[config.mk]
export PLATFORM = sky130hd
export DESIGN_NAME = isa_bus_master
export DESIGN_NICKNAME = d
export VERILOG_FILES = /design/src/rtl/isa_bus_master_pkg.sv /design/src/rtl/isa_bus_master.sv
export SDC_FILE = /design/constraint.sdc
export NUM_CORES = 1
export LEC_CHECK = 0
export CAP_MARGIN = 10
export CORE_MARGIN = 5
export CORE_UTILIZATION = 43
export CTS_CLUSTER_SIZE = 10
export DETAILED_ROUTE_END_ITERATION = 8
export GPL_TIMING_DRIVEN = 0
export PLACE_DENSITY = 0.89
export SLEW_MARGIN = 0
export SYNTH_ARGS = -nofsm -noshare
export SYNTH_HDL_FRONTEND = slang
export SYNTH_SLANG_ARGS = --single-unit
[constraint.sdc]
create_clock -name clk -period 2.49 [get_ports clk]
set_clock_uncertainty 0.2 [all_clocks]
set_input_delay 0.3735 -clock clk [delete_from_list [all_inputs] [get_ports clk]]
set_output_delay 0.3735 -clock clk [all_outputs]
set_load 0.05 [all_outputs]
[src/rtl/isa_bus_master_pkg.sv]
// Shared encodings for the ISA bus master: request command codes and FSM states.
package isa_bus_master_pkg;

  localparam logic [1:0] CMD_MEMR = 2'b00;
  localparam logic [1:0] CMD_MEMW = 2'b01;
  localparam logic [1:0] CMD_IOR  = 2'b10;
  localparam logic [1:0] CMD_IOW  = 2'b11;

  typedef enum logic [1:0] {
    ST_IDLE = 2'd0,
    ST_ADDR = 2'd1,
    ST_STRB = 2'd2,
    ST_HOLD = 2'd3
  } state_t;

  // Writes are the odd command codes (memw, iow).
  function automatic logic is_write(input logic [1:0] cmd);
    return cmd[0];
  endfunction

endpackage

[src/rtl/isa_bus_master.sv]
// ISA bus master: one request at a time becomes an ADDR / STRB / HOLD bus cycle
// with registered strobes, a minimum strobe width and a bus_rdy timeout.
module isa_bus_master
  import isa_bus_master_pkg::*;
#(
  parameter int STROBE_MIN = 3,
  parameter int WAIT_MAX   = 64
) (
  input  logic        clk,
  input  logic        rst_l,
  input  logic        req_valid,
  output logic        req_ready,
  input  logic [1:0]  req_cmd,
  input  logic [19:0] req_addr,
  input  logic [7:0]  req_wdata,
  output logic        rsp_valid,
  output logic [7:0]  rsp_rdata,
  output logic        rsp_timeout,
  output logic [19:0] bus_a,
  output logic [7:0]  bus_d_out,
  output logic        bus_d_oe,
  output logic        bus_memr_l,
  output logic        bus_memw_l,
  output logic        bus_ior_l,
  output logic        bus_iow_l,
  output logic        bus_aen,
  input  logic [7:0]  bus_din,
  input  logic        bus_rdy,
  output logic [1:0]  dbg_state
);

  localparam int CW = $clog2(WAIT_MAX);

  state_t          r_state;
  logic [1:0]      r_cmd;
  logic [CW-1:0]   r_cnt;
  logic [19:0]     r_bus_a;
  logic [7:0]      r_bus_d_out;
  logic            r_bus_d_oe;
  logic            r_memr_l, r_memw_l, r_ior_l, r_iow_l;
  logic            r_rsp_valid, r_rsp_timeout;
  logic [7:0]      r_rsp_rdata;

  logic            w_rdy_done;
  logic            w_tmo;

  // Handshake: a request transfers on any rising edge where req_valid && req_ready;
  // req_ready is high only in IDLE, so request inputs are ignored mid-transaction.
  assign req_ready = (r_state == ST_IDLE);

  // bus_rdy only counts once the minimum strobe width has elapsed.
  assign w_rdy_done = (int'(r_cnt) >= STROBE_MIN - 1) && bus_rdy;
  assign w_tmo      = (int'(r_cnt) == WAIT_MAX - 1);

  always_ff @(posedge clk or negedge rst_l) begin
    if (!rst_l) begin
      r_state       <= ST_IDLE;
      r_cmd         <= CMD_MEMR;
      r_cnt         <= '0;
      r_bus_a       <= '0;
      r_bus_d_out   <= '0;
      r_bus_d_oe    <= 1'b0;
      r_memr_l      <= 1'b1;
      r_memw_l      <= 1'b1;
      r_ior_l       <= 1'b1;
      r_iow_l       <= 1'b1;
      r_rsp_valid   <= 1'b0;
      r_rsp_timeout <= 1'b0;
      r_rsp_rdata   <= '0;
    end else begin
      r_rsp_valid   <= 1'b0;
      r_rsp_timeout <= 1'b0;
      case (r_state)
        ST_IDLE: begin
          if (req_valid) begin
            r_cmd       <= req_cmd;
            r_bus_a     <= req_addr;
            r_bus_d_out <= req_wdata;
            r_bus_d_oe  <= is_write(req_cmd);
            r_state     <= ST_ADDR;
          end
        end
        ST_ADDR: begin
          r_cnt    <= '0;
          r_memr_l <= (r_cmd != CMD_MEMR);
          r_memw_l <= (r_cmd != CMD_MEMW);
          r_ior_l  <= (r_cmd != CMD_IOR);
          r_iow_l  <= (r_cmd != CMD_IOW);
          r_state  <= ST_STRB;
        end
        ST_STRB: begin
          if (w_rdy_done || w_tmo) begin
            r_memr_l      <= 1'b1;
            r_memw_l      <= 1'b1;
            r_ior_l       <= 1'b1;
            r_iow_l       <= 1'b1;
            r_rsp_valid   <= 1'b1;
            // A responder that becomes ready on the last allowed cycle still wins.
            r_rsp_timeout <= !w_rdy_done;
            if (!is_write(r_cmd)) begin
              r_rsp_rdata <= w_rdy_done ? bus_din : 8'hFF;
            end
            r_state <= ST_HOLD;
          end else begin
            r_cnt <= r_cnt + CW'(1);
          end
        end
        ST_HOLD: begin
          r_bus_d_oe <= 1'b0;
          r_state    <= ST_IDLE;
        end
        default: r_state <= ST_IDLE;
      endcase
    end
  end

  assign rsp_valid   = r_rsp_valid;
  assign rsp_rdata   = r_rsp_rdata;
  assign rsp_timeout = r_rsp_timeout;
  assign bus_a       = r_bus_a;
  assign bus_d_out   = r_bus_d_out;
  assign bus_d_oe    = r_bus_d_oe;
  assign bus_memr_l  = r_memr_l;
  assign bus_memw_l  = r_memw_l;
  assign bus_ior_l   = r_ior_l;
  assign bus_iow_l   = r_iow_l;
  assign bus_aen     = 1'b0;
  assign dbg_state   = r_state;

endmodule
==> run summary, run 1 <==
outcome - finished clean
Mapped Area - 2250 µm²
vias in the first global route - 1891
Worst Path Required - 2.53 ns
die area - 6780 µm²
site row count - 26
CP max FO - 8
Reg2Reg Launch Point - r_cnt[1]
worst slack, placed - 0.143 ns
crit path launch - r_cnt[1]
Ys Warns - 0
Finished Layout Cells - 336
CP Launch Type - flop
minimum hold slack - 0.294 ns
Util after Layout - 0.656
clock-pin slew on the worst setup and hold paths - 0.09 ns
top-area cell type share of the netlist area - 0.545
Core ar. - 5110 µm²
CTS tree - done
drt wl/cell - 15.3 µm
flops & latches, synth - 53
fmax - 435 MHz
# DRC - 0
critical path type - reg -> reg
dominant cell type by area after synthesis - dfrtp_1
largest net degree at the start of global routing - 35
First-pass DRT Iterations - 5
post-detail-place hpwl - 3970 µm
H-Tree Depth - 2
gpl congestion - 0.832
Die Span Y - 82.3 µm
Final nets - 313
worst hold path class - reg -> reg
Layout fillers - 402
final setup fails - 0
Hold Startpoint - rsp_rdata[2]
syn nets - 217
clock root buffer - clkbuf_8
Vias/cell - 5.11
sum of negative setup slack - 0 ns
# IOs - 89
Hold Vio Cnt, Final - 0
Seq/Total Area, Yosys - 0.592
period utilisation layout - 0.923
Crit. End Element - flop
post-route cell area - 3350 µm²
vias post-DR - 1716
clock buffer depth - 2
Least-Margin Pin Slew - 0.625 ns
die width - 82.3 µm
Area contributors post-synth - dfrtp_1, mux2_2, o22a_1
area occupied by multi-input gates - 855 µm²
final worst slack - 0.193 ns
Syn-to-layout area delta - 48.8%
total gr overflow - 0
clock sink count - 53
Post-Synthesis Cells - 169
Initial Utilization - 0.440
Final Critical Period - 2.30 ns
RSZ-0062 raised after global routing - no
Final Power - 5.11 mW
initial antenna violation count - 0
GRT Overall Usage - 0.164
register area - 1330 µm²
drt total wl - 5150 µm
worst skew pair latency - 0.30 ns
Slew Limit Fails - 0
max-capacitance violation count - 0
Pleak - 1.38 nW
Mapped Avg Cell Area - 13.3 µm²
CTS buffer count - 5
post-placement cell count - 327
Critical Path AT - 2.33 ns
Cell variety after synth - 34
Initial DRC Count - 71
Placed Area - 3220 µm²
share of layout cells above drive strength 1 - 0.177
global-route wire length before repair - 8490 µm
ANT cells - 0
antenna viol nets, final - 0
port buffer count - 87
power density of the placed cells - 1530 nW/µm²
Worst VDD drop - 0.783 mV
Slew HR - 0.583
[sequential cells by signal (all words and copies together) (netlist names)]
register and cells:
dbg_state 2, bus_memw_l 1, bus_ior_l 1, bus_memr_l 1, rsp_rdata 8, r_cnt 6, rsp_timeout 1, bus_iow_l 1
r_cmd 2, rsp_valid 1, bus_a 20, bus_d_oe 1, bus_d_out 8
[cell usage in the layout, fill, tap and decap left out, types with 2 or more instances in the layout]
cell	n
a21oi_1	3
a22o_1	2
a31oi_1	2
clkbuf_1	6
clkbuf_8	6
clkdlybuf4s50_1	85
dfrtp_1	49
dfstp_2	4
ha_1	6
inv_1	9
mux2_2	31
mux2i_1	2
nand2_1	7
nand3_1	3
nand4_1	2
nor2_1	8
o221ai_1	3
o22a_1	14
[final cells by class]
| class | count | area share |
|---|---|---|
| plain buffers | 7 | 0.00897 |
| clock buffers | 7 | 0.0258 |
| clock inverters | 1 | 0.00897 |
| inverters | 9 | 0.0101 |
| multi-input cells | 100 | 0.255 |
| flip-flops and latches | 53 | 0.398 |
| well taps | 70 | 0.0262 |
| repair buffers | 89 | 0.267 |
[critical path, stage by stage (launching register included)]
cell and delay [ns]:
dfrtp_1 0.49, ha_1 0.24, nand2_1 0.10, or3_1 0.42
a21oi_1 0.55, o22a_1 0.25
[layer usage]
layer | up-vias | GRT usage | part of all wire
met5 | - | 0 | 0
met4 | 0 | 0.0565 | 0.0086
met3 | 5 | 0.0759 | 0.11
met2 | 72 | 0.282 | 0.50
met1 | 834 | 0.178 | 0.37
li1 | 805 | - | -
[worst paths after layout]
path | to | slack (ns) | cells after the start
min reg2reg | rsp_rdata[2] | 0.29 | 1
max reg2reg | rsp_rdata[1] | 0.19 | 5
min | rsp_rdata[2] | 0.29 | 1
min in group asynchronous | rsp_valid | 0.36 | 2
max in group asynchronous | bus_iow_l | 1.14 | 3
max | rsp_rdata[1] | 0.19 | 5
[kinds of logic after synthesis]
logic type | Yosys count | share of synthesized area
simple gates | 28 | 0.0629
mux | 33 | 0.164
flops | 53 | 0.592
buf+inv | 16 | 0.0284
other cells | 1 | 0.00167
compound gates | 32 | 0.118
fa+ha+maj | 6 | 0.0334
[timing repair]
action	4_1_cts	5_1_grt
hold buffers	1	0
gates cloned	0	0
buffers inserted	0	0
pin swaps	0	0
endpoints found under the hold margin	19	0
endpoints found under the setup margin	1	1
resized for setup	1	1
[Yosys cell counts]
library cell,n
nor2_1,8
nor3_1,1
nor3b_1,1
conb_1,1
nand2b_1,1
buf_1,1
buf_4,1
o31ai_4,1
dfstp_2,4
mux2_2,31
o22a_1,14
o31ai_1,1
or2b_1,1
ha_1,6
or3_1,1
o31a_1,1
o21ai_0,2
a2bb2oi_1,1
nand4_1,2
nand3_1,3
a211oi_1,1
and3_1,1
or4_1,1
mux2i_1,2
a21boi_0,1
dfrtp_1,49
o221ai_1,3
a22o_1,2
clkbuf_1,5
nand2_1,7
or4_4,1
a31oi_1,2
a21oi_1,3
inv_1,9
[power breakdown]
part / total, mW / switching, mW / leakage [nW] / internal [mW]
Sequential: 1.51 / 0.249 / 0.625 / 1.26
Clock: 0.590 / 0.262 / 0.0585 / 0.328
Combinational: 3.01 / 1.87 / 0.699 / 1.14
Total: 5.11 / 2.38 / 1.38 / 2.73
Power figures use the tool's default switching activity.
==> inputs of run 2 (changes only) <==
--- a/config.mk
+++ b/config.mk
@@ -6,7 +6,7 @@
 export NUM_CORES = 1
 export LEC_CHECK = 0
 export CAP_MARGIN = 10
-export CORE_MARGIN = 5
+export CORE_MARGIN = 4
 export CORE_UTILIZATION = 43
 export CTS_CLUSTER_SIZE = 10
 export DETAILED_ROUTE_END_ITERATION = 8
==> run summary, run 2 (synthesized netlist as in run 1, its figures left out) <==
Initial Utilization - 0.443 (+0.00282)
fmax - 423 MHz (-2.9%)
Crit. End Element - flop
global-route wire length before repair - 8090 µm (-4.7%)
max incr delay on CP - 0.58 ns (+0.03 ns)
Least-Margin Pin Slew - 0.636 ns (+0.0108 ns)
Die Span Y - 80.3 µm (-2.4%)
clock sink count - 53 (unchanged)
drt total wl - 5040 µm (-2.0%)
# DRC - 0 (unchanged)
share of layout cells above drive strength 1 - 0.177 (unchanged)
CP Launch Type - flop
max-capacitance violation count - 0 (unchanged)
GRT Overall Usage - 0.163 (-0.00179)
most frequent cells in the layout - clkdlybuf4s50_1, dfrtp_1, mux2_2, o22a_1, inv_1
die area - 6450 µm² (-4.8%)
most common library cell in the layout ignoring fill and taps - clkdlybuf4s50_1
clock root buffer - clkbuf_8
Final nets - 313 (unchanged)
final worst slack - 0.125 ns (-0.0682 ns)
Placed Area - 3220 µm² (unchanged)
Initial DRC Count - 71 (unchanged)
vias in the first global route - 1763 (-6.8%)
total gr overflow - 0 (unchanged)
antenna viol nets, final - 0 (unchanged)
First-pass DRT Iterations - 4 (-1)
Final Critical Period - 2.37 ns (+0.0682 ns)
Final Power - 5.09 mW (-0.37%)
Slew Limit Fails - 0 (unchanged)
CP max FO - 5 (-3)
CTS buffer count - 5 (unchanged)
worst hold path class - reg -> reg
die width - 80.3 µm (-2.4%)
Core ar. - 5070 µm² (-0.64%)
worst skew pair latency - 0.29 ns (about the same)
drt wl/cell - 15.0 µm (-2.0%)
outcome - finished clean
RSZ-0062 raised after global routing - no
Hold Vio Cnt, Final - 0 (unchanged)
power density of the placed cells - 1520 nW/µm² (-0.37%)
Worst Path Required - 2.43 ns (-0.10 ns)
Vias/cell - 5.07 (-0.70%)
# IOs - 89 (unchanged)
post-detail-place hpwl - 3810 µm (-4.0%)
H-Tree Depth - 2 (unchanged)
Layout fillers - 399 (-0.75%)
Pleak - 1.38 nW (about the same)
vias post-DR - 1704 (-0.70%)
ANT cells - 0 (unchanged)
post-route cell area - 3350 µm² (unchanged)
clock-pin slew on the worst setup and hold paths - 0.09 ns (about the same)
period utilisation layout - 0.950 (+0.0274)
max reg flops - 20 (unchanged)
largest net degree at the start of global routing - 41 (+17%)
Syn-to-layout area delta - 48.8% (unchanged)
Util after Layout - 0.660 (+0.00420)
clock buffer depth - 2 (unchanged)
Worst VDD drop - 0.841 mV (+7.3%)
post-CTS setup buffers - 0 (unchanged)
register area - 1330 µm² (unchanged)
site row count - 26 (unchanged)
initial antenna violation count - 0 (unchanged)
CTS tree - done
final setup fails - 0 (unchanged)
worst path cell trace - or4_4, o31a_1, o21ai_0, o221ai_1
critical path type - reg -> reg
port buffer count - 87 (unchanged)
Slowest-stage cell, CP - or4_4
Critical Path AT - 2.31 ns (-0.02 ns)
gpl congestion - 0.780 (-6.3%)
worst slack, placed - 0.160 ns (+0.0169 ns)
Slew HR - 0.576 (-0.00723)
area occupied by multi-input gates - 855 µm² (unchanged)
-- run 2: cell type report --
type | instances | share of cell area
clock inverter | 1 | 0.00897
buffer | 7 | 0.00897
clock buffer | 7 | 0.0258
timing repair buffer | 89 | 0.267
multi-input combinational | 100 | 0.255
inverter | 9 | 0.0101
sequential | 53 | 0.398
tap | 70 | 0.0262
-- run 2: through the flow --
step / setup TNS [ns] / hold slack (ns) / instances
5_1_grt: 0 / 0.303 / 336
2_1_floorplan: 0 / -0.122 / 169
4_1_cts: 0 / 0.297 / 336
6_report: 0 / 0.294 / 336
3_5_place_dp: 0 / 0.101 / 327
3_3_place_gp: -35.01 / 0.270 / 326
-- run 2: critical path, delay by kind of cell (launching register included) --
kind | cells | cell delay (ns)
and+or+nand+nor | 1 | 0.58
AOI/OAI and AO/OA | 3 | 0.99
DFF | 1 | 0.44
-- run 2: timing repair --
| action | CTS | global route |
|---|---|---|
| endpoints found under the setup margin | 1 | 0 |
| hold buffers | 1 | 0 |
| gates resized for setup | 1 | 0 |
| endpoints found under the hold margin | 13 | 0 |
-- run 2: metal layers --
metal / vias up / GRT usage / routed length, µm
met5: - / 0 / 0
met4: 0 / 0.0473 / 32
met3: 4 / 0.0673 / 434
met2: 69 / 0.273 / 2520
met1: 833 / 0.190 / 2060
li1: 798 / - / -
-- run 2: final timing paths --
check	from	end	slack [ns]	depth (start not counted)
min in group asynchronous	rst_l	rsp_valid	0.31	2
hold / removal	rsp_rdata[6]	rsp_rdata[6]	0.29	1
setup / recovery	r_cnt[2]	r_cnt[5]	0.12	4
max in group asynchronous	rst_l	bus_memw_l	1.20	3
hold reg to reg	rsp_rdata[6]	rsp_rdata[6]	0.29	1
setup reg to reg	r_cnt[2]	r_cnt[5]	0.12	4
-- run 2: report_power, final --
group          total, mW  switching (mW)  leakage, nW  internal, mW
clock              0.589           0.261       0.0585         0.328
sequential          1.51           0.244        0.625          1.26
combinational       3.00            1.86        0.699          1.14
total               5.09            2.37         1.38          2.73
